<file path="src/rtl/pll_lock_sequencer_if.sv">
// PLL sequencer signal bundle: lock/restart inputs and the PLL/core reset controls.
// The master side is the sequencer; the slave side is whoever supplies lock and restart.
interface pll_lock_sequencer_if;
  logic       pll_locked;
  logic       restart;
  logic       pll_rst;
  logic       core_reset_n;
  logic       ready;
  logic       fault;
  logic [2:0] retry_count;

  modport master (
    input  pll_locked,
    input  restart,
    output pll_rst,
    output core_reset_n,
    output ready,
    output fault,
    output retry_count
  );

  modport slave (
    output pll_locked,
    output restart,
    input  pll_rst,
    input  core_reset_n,
    input  ready,
    input  fault,
    input  retry_count
  );
endinterface

</file>
<file path="src/rtl/pll_lock_sequencer.sv">
// Sequences the board PLL: pulses its reset, waits for lock with timeout/retry,
// qualifies lock stability, then releases the core reset for the derived clock domains.
module pll_lock_sequencer #(
  parameter int RST_CYCLES   = 16,
  parameter int LOCK_STABLE  = 1024,
  parameter int LOCK_TIMEOUT = 65536,
  parameter int MAX_RETRY    = 7,
  parameter int CNT_W        = 17
) (
  input logic                   refclk,
  input logic                   rst_n,
  pll_lock_sequencer_if.master  bus
);

  typedef enum logic [2:0] {
    ST_ASSERT,
    ST_WAIT_LOCK,
    ST_STABLE,
    ST_RUN,
    ST_FAULT
  } state_t;

  localparam logic [CNT_W-1:0] RST_LAST     = CNT_W'(RST_CYCLES - 1);
  localparam logic [CNT_W-1:0] STABLE_LAST  = CNT_W'(LOCK_STABLE - 1);
  localparam logic [CNT_W-1:0] TIMEOUT_LAST = CNT_W'(LOCK_TIMEOUT - 1);
  localparam logic [CNT_W-1:0] CNT_ONE      = CNT_W'(1);
  localparam logic [2:0]       RETRY_MAX    = 3'(MAX_RETRY);

  state_t           state;
  state_t           state_nx;
  logic [CNT_W-1:0] cnt;
  logic [CNT_W-1:0] cnt_nx;
  logic [2:0]       retry_q;
  logic [2:0]       retry_nx;
  logic [2:0]       retry_inc;
  logic             lock_meta;
  logic             lock_s;

  // pll_locked comes from the PLL's own analog loop, so it is treated as fully asynchronous.
  always_ff @(posedge refclk or negedge rst_n) begin
    if (!rst_n) begin
      lock_meta <= 1'b0;
      lock_s    <= 1'b0;
    end else begin
      lock_meta <= bus.pll_locked;
      lock_s    <= lock_meta;
    end
  end

  always_ff @(posedge refclk or negedge rst_n) begin
    if (!rst_n) begin
      state            <= ST_ASSERT;
      cnt              <= '0;
      retry_q          <= '0;
      bus.pll_rst      <= 1'b1;
      bus.core_reset_n <= 1'b0;
      bus.ready        <= 1'b0;
      bus.fault        <= 1'b0;
    end else begin
      state            <= state_nx;
      cnt              <= cnt_nx;
      retry_q          <= retry_nx;
      bus.pll_rst      <= (state_nx == ST_ASSERT) || (state_nx == ST_FAULT);
      bus.core_reset_n <= (state_nx == ST_RUN);
      bus.ready        <= (state_nx == ST_RUN);
      bus.fault        <= (state_nx == ST_FAULT);
    end
  end

  assign bus.retry_count = retry_q;

  always_comb begin
    state_nx  = state;
    cnt_nx    = cnt + CNT_ONE;
    retry_nx  = retry_q;
    retry_inc = (retry_q == RETRY_MAX) ? retry_q : retry_q + 3'd1;

    if (bus.restart) begin
      state_nx = ST_ASSERT;
      cnt_nx   = '0;
      retry_nx = '0;
    end else begin
      case (state)
        ST_ASSERT: begin
          if (cnt == RST_LAST) begin
            state_nx = ST_WAIT_LOCK;
            cnt_nx   = '0;
          end
        end
        ST_WAIT_LOCK: begin
          if (lock_s) begin
            state_nx = ST_STABLE;
            cnt_nx   = '0;
          end else if (cnt == TIMEOUT_LAST) begin
            retry_nx = retry_inc;
            state_nx = (retry_inc == RETRY_MAX) ? ST_FAULT : ST_ASSERT;
            cnt_nx   = '0;
          end
        end
        // A lock drop while qualifying is not a timeout; the wait window simply restarts.
        ST_STABLE: begin
          if (!lock_s) begin
            state_nx = ST_WAIT_LOCK;
            cnt_nx   = '0;
          end else if (cnt == STABLE_LAST) begin
            state_nx = ST_RUN;
            cnt_nx   = '0;
            retry_nx = '0;
          end
        end
        ST_RUN: begin
          cnt_nx = '0;
          if (!lock_s) begin
            state_nx = ST_ASSERT;
          end
        end
        ST_FAULT: begin
          cnt_nx = '0;
        end
        default: begin
          state_nx = ST_ASSERT;
          cnt_nx   = '0;
        end
      endcase
    end
  end

endmodule
</file>
<file path="src/flat_wrapper.sv">
// flat-port wrapper written by rule: the top's interface ports become plain ports
module pll_lock_sequencer_flat 
#(
  parameter int RST_CYCLES   = 16,
  parameter int LOCK_STABLE  = 1024,
  parameter int LOCK_TIMEOUT = 65536,
  parameter int MAX_RETRY    = 7,
  parameter int CNT_W        = 17
)
  (refclk, rst_n, bus_pll_locked, bus_restart, bus_pll_rst, bus_core_reset_n, bus_ready, bus_fault, bus_retry_count);
  pll_lock_sequencer_if bus_i ();
  input logic refclk;
  input logic rst_n;
  input wire logic [$bits(bus_i.pll_locked)-1:0] bus_pll_locked;
  input wire logic [$bits(bus_i.restart)-1:0] bus_restart;
  output wire logic [$bits(bus_i.pll_rst)-1:0] bus_pll_rst;
  output wire logic [$bits(bus_i.core_reset_n)-1:0] bus_core_reset_n;
  output wire logic [$bits(bus_i.ready)-1:0] bus_ready;
  output wire logic [$bits(bus_i.fault)-1:0] bus_fault;
  output wire logic [$bits(bus_i.retry_count)-1:0] bus_retry_count;
  assign bus_i.pll_locked = bus_pll_locked;
  assign bus_i.restart = bus_restart;
  assign bus_pll_rst = bus_i.pll_rst;
  assign bus_core_reset_n = bus_i.core_reset_n;
  assign bus_ready = bus_i.ready;
  assign bus_fault = bus_i.fault;
  assign bus_retry_count = bus_i.retry_count;
  pll_lock_sequencer #(.RST_CYCLES(RST_CYCLES), .LOCK_STABLE(LOCK_STABLE), .LOCK_TIMEOUT(LOCK_TIMEOUT), .MAX_RETRY(MAX_RETRY), .CNT_W(CNT_W)) u_core (.refclk(refclk), .rst_n(rst_n), .bus(bus_i));
endmodule
</file>
<file path="config.mk">
export PLATFORM = sky130hd
export DESIGN_NAME = pll_lock_sequencer_flat
export DESIGN_NICKNAME = d
export VERILOG_FILES = /design/src/rtl/pll_lock_sequencer_if.sv /design/src/rtl/pll_lock_sequencer.sv /design/src/flat_wrapper.sv
export SDC_FILE = /design/constraint.sdc
export NUM_CORES = 1
export LEC_CHECK = 0
export ABC_AREA = 1
export BUFFER_PORTS_ARGS = -buffer_cell sky130_fd_sc_hd__buf_4
export CAP_MARGIN = 20
export CELL_PAD_IN_SITES_DETAIL_PLACEMENT = 0
export CELL_PAD_IN_SITES_GLOBAL_PLACEMENT = 1
export CORE_MARGIN = 4
export CORE_UTILIZATION = 44
export DETAILED_ROUTE_END_ITERATION = 12
export PLACE_DENSITY = 0.87
export SETUP_SLACK_MARGIN = 0.1
export SYNTH_ARGS = -nofsm -noshare
export SYNTH_HDL_FRONTEND = slang
export SYNTH_SLANG_ARGS = --single-unit
</file>
<file path="constraint.sdc">
create_clock -name refclk -period 2.5 [get_ports refclk]
set_input_delay 0.375 -clock refclk [delete_from_list [all_inputs] [get_ports refclk]]
set_output_delay 0.375 -clock refclk [all_outputs]
set_load 0.005 [all_outputs]
</file>
==> impl_table.tex, run 1 <==
\begin{tabular}{lr}
\hline
Metric & Value \\
\hline
\multicolumn{2}{l}{\textbf{Critical path}} \\
Highest cell delay on the worst timing path & 0.39 ns \\
Maximum fanout encountered on the critical timing path & 12 \\
Worst-path cell with the longest stage delay & sky130\_fd\_sc\_hd\_\_dfrtp\_1 \\
Data required, critical path & $\sim$2.7 ns \\
Endpoint arrival time on the critical path & 2.39 ns \\
Crit path buf inv count & 1 \\
Family with the most delay on the worst path & simple AND/OR/NAND/NOR gates \\
Worst Path Class, Setup & reg2reg \\
Cell-by-cell listing of the critical path & ha\_1 -> nand2\_2 -> inv\_2 -> nand3\_1 -> nor2\_1 -> nand2\_1 -> nor3\_2 -> ha\_1 -> nand3b\_1 -> nand3\_4 -> nand2\_4 -> nor2\_1 \\
Worst Setup Start Kind & flip-flop \\
Crit end category & flip-flop \\
\multicolumn{2}{l}{\textbf{Timing}} \\
Least-Margin Pin Slew & 0.399 ns \\
Max-slew violation count & 0 \\
Endpoints failing setup & 0 \\
Headroom to the max-slew limit & between 70\% and 80\% \\
Maximum achievable frequency & 462 MHz \\
Post-route minimum period & $\sim$2.2 ns \\
Setup TNS Final & 0 ns \\
Number of failing hold endpoints at the final stage & 0 \\
Worst setup skew after layout & between 0.005 and 0.006 ns \\
Period utilisation layout & 86.6\% \\
Setup repair after global routing missed its margin & false \\
\multicolumn{2}{l}{\textbf{Synth}} \\
Post-Syn Nets & 205 \\
Number of distinct standard cells referenced by the synthesized netlist & 26 \\
Cell Area, Synth & 1600 um\^{}2 \\
Flip-flop and latch count after synthesis & 28 \\
Synthesized instance count & 197 \\
Fraction of the yosys area taken by sequential cells & 44.0\% \\
Warnings, synthesis & 0 \\
Synthesized area per cell & 8.10 um\^{}2 \\
\multicolumn{2}{l}{\textbf{CTS}} \\
Clock-pin slew on the worst setup and hold paths & roughly 0.15 ns \\
Cell at the root of the clock tree & sky130\_fd\_sc\_hd\_\_clkbuf\_4 \\
Gates resized, CTS repair & 0 \\
Cts-stage hold buffer count & 1 \\
Clock Sink Count & 28 \\
Worst skew pair latency & approximately 0.33 ns \\
CTS tree & yes \\
H-tree levels & 1 \\
Post-CTS Setup Bufs & 0 \\
Worst-case clock buffer depth & 2 \\
Total CTS buffers & 3 \\
\multicolumn{2}{l}{\textbf{GRT}} \\
Maximum number of pins on one net before global-route repair & 29 \\
Number of global-route vias before repair & between 1000 and 1500 \\
Overall track demand over capacity in global routing & 15.2\% \\
Wire length of the first global-routing pass & 5290 um \\
Congestion Overflow GR & 0 \\
Initial antenna violation count & 0 \\
\multicolumn{2}{l}{\textbf{Die}} \\
FP Rows & 21 \\
Die span in x & 68.2 um \\
Area of the core & 3420 um\^{}2 \\
Io pins & 11 \\
Starting density of the core & 46.7\% \\
Area of the die & around 4700 um\^{}2 \\
Y dimension of the die & between 60 and 70 um \\
\multicolumn{2}{l}{\textbf{Drt}} \\
DRT iter0 DRCs & 74 \\
Final routed wirelength across all metal layers & around 2800 um \\
First drt pass iteration count & 4 \\
Average routed wire per standard cell & between 10 and 15 um \\
Via count & around 1200 \\
DR DRC count & 0 \\
Antenna-violating nets left & 0 \\
Number of vias per cell after detailed routing & between 4 and 5 \\
\multicolumn{2}{l}{\textbf{Pwr}} \\
Leakage & around 0.88 nW \\
Cell Pwr Density & 432 nW/um\^{}2 \\
VDD IR max & between 0.00015 and 0.0002 V \\
\multicolumn{2}{l}{\textbf{Status}} \\
Run status & completed \\
\multicolumn{2}{l}{\textbf{Final layout}} \\
Share of final-layout standard cells stronger than drive strength 1 & 17.1\% \\
Leading cell type in the layout, fill and taps excluded & sky130\_fd\_sc\_hd\_\_nand2\_1 \\
Total area of multi-input combinational cells & 753 um\^{}2 \\
FF+latch area & around 700 um\^{}2 \\
Number of diodes & 0 \\
Area grow syn2layout & 9.49\% \\
Number of filler cells placed in the layout & 334 \\
Most used cells in the layout excluding fill and tap cells & sky130\_fd\_sc\_hd\_\_nand2\_1, sky130\_fd\_sc\_hd\_\_inv\_1, sky130\_fd\_sc\_hd\_\_dfrtp\_1, sky130\_fd\_sc\_hd\_\_nor2\_1, sky130\_fd\_sc\_hd\_\_nand3\_1 \\
Final nets & 219 \\
Non-Filler Instances & 256 \\
\multicolumn{2}{l}{\textbf{Place}} \\
Placed Cells incl. Taps & roughly 250 \\
Port Buf Inserts & 10 \\
Final estimated routing congestion in global placement & 0.842 \\
DP Wirelength & roughly 2200 um \\
\multicolumn{2}{l}{\textbf{Run}} \\
Maximum capacitance violations & 0 \\
\multicolumn{2}{l}{\textbf{Worst hold path}} \\
Worst min-delay path category & in2reg \\
\hline
\end{tabular}
-- sequential cells by signal, summed over array words and instances, names as in the netlist --
register	flops
u_core.bus.core_reset_n	1
u_core.bus.fault	1
u_core.bus.pll_rst	1
u_core.bus.retry_count	3
u_core.cnt	17
u_core.lock_meta	1
u_core.lock_s	1
u_core.state	3
-- worst paths after layout --
kind                                   from  cells past startpoint                  to  slack, ns
hold reg to reg            u_core.lock_meta                      0       u_core.lock_s       0.37
setup / recovery              u_core.cnt[0]                     12       u_core.cnt[0]       0.34
max in group asynchronous             rst_n                      2  u_core.bus.pll_rst       1.72
min in group asynchronous             rst_n                      2       u_core.cnt[9]       0.48
setup reg to reg              u_core.cnt[0]                     12       u_core.cnt[0]       0.34
hold / removal               bus_pll_locked                      1    u_core.lock_meta       0.14
-- per-stage QoR --
stage	total power, mW	hold slack, ns	cell area, um^2	util [%]	worst slack (ns)
after CTS	0.769	0.123	1750	51.1	0.339
after global routing	0.799	0.114	1750	51.1	0.113
after floorplan	0.516	0.0794	1600	-	0.551
final	0.754	0.141	1750	51.1	0.335
after detailed placement	0.541	0.316	1700	49.8	0.363
after global placement	0.541	0.311	1700	49.8	0.400
-- power by group --
| part | switching [mW] | total [mW] | leakage, nW | internal (mW) |
|---|---|---|---|---|
| Sequential | 0.0102 | 0.474 | 0.379 | 0.464 |
| Combinational | 0.0342 | 0.0579 | 0.481 | 0.0238 |
| Clock | 0.133 | 0.222 | 0.0210 | 0.0891 |
| Total | 0.178 | 0.754 | 0.881 | 0.577 |
-- per-layer routing --
| layer | vias up | global-route usage (%) | routed length (um) |
|---|---|---|---|
| met3 | 6 | 2.63 | 66 |
| li1 | 639 | - | - |
| met4 | 0 | 6.70 | 51 |
| met2 | 19 | 21.4 | 1180 |
| met5 | - | 0 | 0 |
| met1 | 552 | 22.6 | 1490 |
-- cell usage after synthesis --
| cell | n | share of area [%] |
|---|---|---|
| sky130_fd_sc_hd__nand3_4 | 1 | 1.1 |
| sky130_fd_sc_hd__dfrtp_1 | 27 | 42 |
| sky130_fd_sc_hd__buf_12 | 1 | 1.3 |
| sky130_fd_sc_hd__nand3b_1 | 3 | 1.4 |
| sky130_fd_sc_hd__nand2_4 | 1 | 0.71 |
| sky130_fd_sc_hd__buf_4 | 1 | 0.47 |
| sky130_fd_sc_hd__nand2_2 | 4 | 1.6 |
| sky130_fd_sc_hd__o21ai_0 | 4 | 1.3 |
| sky130_fd_sc_hd__xor2_1 | 9 | 4.9 |
| sky130_fd_sc_hd__nand3_2 | 1 | 0.63 |
| sky130_fd_sc_hd__nor2_2 | 11 | 4.3 |
| sky130_fd_sc_hd__nor3_1 | 4 | 1.3 |
| sky130_fd_sc_hd__nor3_2 | 1 | 0.63 |
| sky130_fd_sc_hd__dfstp_2 | 1 | 1.6 |
| sky130_fd_sc_hd__inv_2 | 1 | 0.24 |
| sky130_fd_sc_hd__ha_1 | 4 | 3.1 |
| sky130_fd_sc_hd__xnor2_1 | 2 | 1.1 |
| sky130_fd_sc_hd__a21oi_1 | 5 | 1.6 |
| sky130_fd_sc_hd__nand4_1 | 3 | 1.2 |
| sky130_fd_sc_hd__nor2_1 | 26 | 6.1 |
| sky130_fd_sc_hd__inv_1 | 29 | 6.8 |
| sky130_fd_sc_hd__nor3_4 | 1 | 1.0 |
| sky130_fd_sc_hd__o21bai_1 | 1 | 0.47 |
| sky130_fd_sc_hd__a21boi_0 | 1 | 0.47 |
| sky130_fd_sc_hd__nand3_1 | 18 | 5.6 |
| sky130_fd_sc_hd__nand2_1 | 37 | 8.7 |
-- kinds of logic after synthesis --
group | after synthesis | synth area share [%]
AND/OR/NAND/NOR | 111 | 34.3
XOR/XNOR | 11 | 6.04
flip-flops | 28 | 44.0
AO/OA/AOI/OAI | 11 | 3.76
buffers and inverters | 32 | 8.78
adder cells (fa/ha/maj) | 4 | 3.14
-- layout make-up --
type,count,area share [%]
inverter,30,6.45
timing repair buffer,11,4.87
tap,46,3.30
multi-input combinational,137,43.1
sequential,28,40.2
clock buffer,4,2.08
(Power assumes the default switching activity.)
==> run 2: changes to the inputs <==
Settings changed: ABC_AREA 1 to not set, CORE_UTILIZATION 44 to 46.
==> run 2 against run 1 <==
- clock-buffer cell count fell by 1
- sequential share of layout area rose by 1.0 points
- largest power group unchanged
- non-clock buffer count rose by 2
- power rose by 5.9%
- hold slack got worse by 0.0050 ns
- sequential cell count did not move
- critical path depth fell by 1
==> impl_table.tex, run 2 <==
\begin{tabular}{lr}
\hline
Metric & Value \\
\hline
\multicolumn{2}{l}{\textbf{GRT}} \\
Maximum number of pins on one net before global-route repair & 29 (unchanged) \\
Number of global-route vias before repair & 1110 (-8.6\%) \\
Overall track demand over capacity in global routing & 16.1\% (+0.87 points) \\
Congestion Overflow GR & 0 (unchanged) \\
Initial antenna violation count & 0 (unchanged) \\
Wire length of the first global-routing pass & 5380 um (+1.6\%) \\
\multicolumn{2}{l}{\textbf{Place}} \\
DP Wirelength & 2080 um (-5.7\%) \\
Final estimated routing congestion in global placement & 0.802 (-4.7\%) \\
Port Buf Inserts & 10 (unchanged) \\
Total cell area at the placement stage & 1630 um\^{}2 (-4.0\%) \\
\multicolumn{2}{l}{\textbf{Critical path}} \\
Crit end category & flip-flop \\
Data required, critical path & 2.79 ns (+0.06 ns) \\
Endpoint arrival time on the critical path & 2.50 ns (+0.11 ns) \\
Worst Path Class, Setup & reg2reg \\
Cell-by-cell listing of the critical path & ha\_2 -> nand4\_1 -> nor4\_2 -> nand3\_1 -> inv\_1 -> ha\_1 -> buf\_4 -> nor3\_1 -> o21ai\_0 -> o21a\_1 -> a31o\_2 \\
Maximum fanout encountered on the critical timing path & 5 (-7) \\
Highest cell delay on the worst timing path & 0.44 ns (+0.05 ns) \\
Worst-path cell with the longest stage delay & sky130\_fd\_sc\_hd\_\_dfrtp\_1 \\
Worst Setup Start Kind & flip-flop \\
\multicolumn{2}{l}{\textbf{Die}} \\
Die span in x & 65.3 um (-4.3\%) \\
Io pins & 11 (unchanged) \\
Y dimension of the die & 65.3 um (-4.3\%) \\
FP Rows & 20 (-4.8\%) \\
Area of the die & 4260 um\^{}2 (-8.4\%) \\
Starting density of the core & 48.6\% (+1.9 points) \\
Area of the core & 3100 um\^{}2 (-9.2\%) \\
\multicolumn{2}{l}{\textbf{CTS}} \\
Post-CTS Setup Bufs & 0 (unchanged) \\
Worst skew pair latency & 0.33 ns (about the same) \\
CTS tree & yes \\
Clock Sink Count & 28 (unchanged) \\
Clock-pin slew on the worst setup and hold paths & 0.15 ns (about the same) \\
Cell at the root of the clock tree & sky130\_fd\_sc\_hd\_\_clkbuf\_4 \\
Worst-case clock buffer depth & 2 (unchanged) \\
H-tree levels & 1 (unchanged) \\
Total CTS buffers & 3 (unchanged) \\
\multicolumn{2}{l}{\textbf{Timing}} \\
Least-Margin Pin Slew & 0.660 ns (+0.261 ns) \\
Setup repair after global routing missed its margin & false \\
Post-route minimum period & 2.21 ns (+0.0488 ns) \\
Setup TNS Final & 0 ns (unchanged) \\
Maximum achievable frequency & 452 MHz (-2.2\%) \\
Headroom to the max-slew limit & 55.8\% (-17 points) \\
Endpoints failing setup & 0 (unchanged) \\
Max-slew violation count & 0 (unchanged) \\
Number of failing hold endpoints at the final stage & 0 (unchanged) \\
Period utilisation layout & 88.5\% (+2.0 points) \\
Worst setup skew after layout & 0.00407 ns (-0.00157 ns) \\
\multicolumn{2}{l}{\textbf{Run}} \\
Maximum capacitance violations & 0 (unchanged) \\
\multicolumn{2}{l}{\textbf{Status}} \\
Run status & completed \\
\multicolumn{2}{l}{\textbf{Worst hold path}} \\
Worst min-delay path category & in2reg \\
\multicolumn{2}{l}{\textbf{Synth}} \\
Xor/xnor share of the synthesized area & 8.13\% (+2.1 points) \\
Most used DFF post-synth & sky130\_fd\_sc\_hd\_\_dfrtp\_1 \\
FFs w/ async S/R, synth & 100\% (unchanged) \\
Compound-Gate Fraction of Synth Area & 14.3\% (+10 points) \\
Warnings, synthesis & 0 (unchanged) \\
Flip-flop and latch count after synthesis & 28 (unchanged) \\
Largest family of logic cells by synthesized area & simple AND/OR/NAND/NOR gates \\
Post-Syn Nets & 156 (-24\%) \\
Fraction of the yosys area taken by sequential cells & 46.5\% (+2.5 points) \\
Simple-gate share of the synthesized area & 22.8\% (-11 points) \\
Synthesized area per cell & 10.2 um\^{}2 (+26\%) \\
Top area cells in the synthesized netlist & sky130\_fd\_sc\_hd\_\_dfrtp\_1, sky130\_fd\_sc\_hd\_\_xnor2\_1, sky130\_fd\_sc\_hd\_\_a21oi\_1 \\
Number of distinct standard cells referenced by the synthesized netlist & 37 (+42\%) \\
Cell Area, Synth & 1510 um\^{}2 (-5.4\%) \\
Top cell type's share of synthesized area & 44.8\% (+2.4 points) \\
Number of flops mapped to enable cells by yosys & 0 (unchanged) \\
Leading area contributor after synthesis & sky130\_fd\_sc\_hd\_\_dfrtp\_1 \\
Most common library cells after synthesis & sky130\_fd\_sc\_hd\_\_dfrtp\_1, sky130\_fd\_sc\_hd\_\_a21oi\_1, sky130\_fd\_sc\_hd\_\_nand3\_1, sky130\_fd\_sc\_hd\_\_nor2\_1, sky130\_fd\_sc\_hd\_\_xnor2\_1 \\
Synth Area in Adders & 3.32\% (+0.18 points) \\
Leading cell type by number of instances after synthesis & sky130\_fd\_sc\_hd\_\_dfrtp\_1 \\
Post-synthesis mux area share & 0.663\% (+0.66 points) \\
Synthesized instance count & 148 (-25\%) \\
\multicolumn{2}{l}{\textbf{Drt}} \\
Via count & 1168 (-3.9\%) \\
Number of vias per cell after detailed routing & 5.70 (+20\%) \\
Antenna-violating nets left & 0 (unchanged) \\
DRT iter0 DRCs & 58 (-22\%) \\
First drt pass iteration count & 4 (unchanged) \\
Final routed wirelength across all metal layers & 2970 um (+6.5\%) \\
DR DRC count & 0 (unchanged) \\
Average routed wire per standard cell & 14.5 um (+33\%) \\
\multicolumn{2}{l}{\textbf{Final layout}} \\
Utilization after layout & 54.9\% (+3.7 points) \\
Leading cell type in the layout, fill and taps excluded & sky130\_fd\_sc\_hd\_\_dfrtp\_1 \\
Max reg flops & 17 (unchanged) \\
Area of all placed cells without fillers & 1700 um\^{}2 (-2.5\%) \\
Number of diodes & 0 (unchanged) \\
Share of final-layout standard cells stronger than drive strength 1 & 18.6\% (+1.5 points) \\
Final nets & 170 (-22\%) \\
Area grow syn2layout & 12.9\% \\
Largest register by flop count & u\_core.cnt \\
Most used cells in the layout excluding fill and tap cells & sky130\_fd\_sc\_hd\_\_dfrtp\_1, sky130\_fd\_sc\_hd\_\_a21oi\_1, sky130\_fd\_sc\_hd\_\_nand3\_1, sky130\_fd\_sc\_hd\_\_nor2\_1 \\
Number of filler cells placed in the layout & 290 (-13\%) \\
\multicolumn{2}{l}{\textbf{Pwr}} \\
VDD IR max & 0.000240 V (+27\%) \\
Net switching power & 0.166 mW (-6.5\%) \\
Share of total power in sequential cells & 58.4\% (-4.4 points) \\
Share of power burned in combinational logic & 4.2\% (-3.5 points) \\
Leakage & 0.702 nW (-20\%) \\
Proportion of power drawn by the clock network & 37.5\% (+8.0 points) \\
Switching share of power & 20.8\% (-2.8 points) \\
Power consumption & 0.799 mW (+5.9\%) \\
Internal power & 0.633 mW (+9.8\%) \\
Cell Pwr Density & 469 nW/um\^{}2 (+8.6\%) \\
\hline
\end{tabular}
==> run 2: cell types whose count changed after synthesis, moves of 4 or more <==
cell	previous run	this run
sky130_fd_sc_hd__nand3_1	18	12
sky130_fd_sc_hd__nor2_1	26	12
sky130_fd_sc_hd__xnor2_1	2	11
sky130_fd_sc_hd__nand2_2	4	0
sky130_fd_sc_hd__nor2_2	11	0
sky130_fd_sc_hd__xor2_1	9	3
sky130_fd_sc_hd__a21oi_1	5	18
sky130_fd_sc_hd__nand2_1	37	7
sky130_fd_sc_hd__nor4_1	0	5
sky130_fd_sc_hd__inv_1	29	8
sky130_fd_sc_hd__nand4_1	3	7
==> run 2: critical path, delay by kind of cell (launching register included) <==
kind,cells,cell delay [ns]
DFF,1,0.44
buffers and inverters,2,0.21
adders and majority gates,2,0.41
AOI/OAI and AO/OA,3,0.49
and+or+nand+nor,4,0.62
==> run 2: worst paths after layout <==
kind	from	endpoint	slack, ns	cells past startpoint
max in group asynchronous	rst_n	u_core.bus.pll_rst	1.73	2
worst min register to register	u_core.lock_meta	u_core.lock_s	0.38	0
worst max register to register	u_core.cnt[0]	u_core.bus.pll_rst	0.29	11
worst min-delay path	bus_pll_locked	u_core.lock_meta	0.14	1
min in group asynchronous	rst_n	u_core.cnt[15]	0.47	2
worst max-delay path	u_core.cnt[0]	u_core.bus.pll_rst	0.29	11
==> run 2: layer usage <==
layer | routed length, um | GRT usage, %
met2 | 1380 | 24.5
met5 | 0 | 0
met3 | 124 | 3.25
met1 | 1430 | 23.0
met4 | 36 | 4.66
==> run 2: repair_timing <==
item,CTS,global route
hold buffers,1,0
resized for setup,0,2
setup endpoints to repair,0,19
hold endpoints to repair,27,0
==> run 2: cells by family after synthesis <==
family,after synthesis
AO/OA/AOI/OAI,31
XOR/XNOR,14
adder cells (fa/ha/maj),4
buffers and inverters,12
flip-flops,28
multiplexers,1
AND/OR/NAND/NOR,58
==> run 2: final cells by class <==
type	count	area, um^2	area share, %
Sequential cell	28	702	41.2
Multi-Input combinational cell	108	751	44.1
Timing Repair Buffer	13	113	6.61
Inverter	8	30.0	1.76
Clock inverter	1	30.0	1.76
Clock buffer	3	22.5	1.32
Tap cell	44	55.1	3.23
==> run 2: power by group through the flow <==
stage	combinational, mW	sequential, mW	clock (mW)
after floorplan	0.0185	0.473	0
after global placement	0.0318	0.474	0
after detailed placement	0.0325	0.475	0
after CTS	0.0339	0.466	0.308
after global routing	0.0380	0.468	0.336
final	0.0333	0.466	0.299
==> run 2: metrics by stage <==
stage | setup slack [ns] | hold slack (ns) | cells
finish | 0.286 | 0.136 | 205
global route | 0.125 | 0.0925 | 205
CTS | 0.143 | 0.126 | 205
detailed placement | 0.189 | 0.313 | 200
global placement | 0.285 | 0.305 | 200
floorplan | 0.366 | 0.0794 | 148
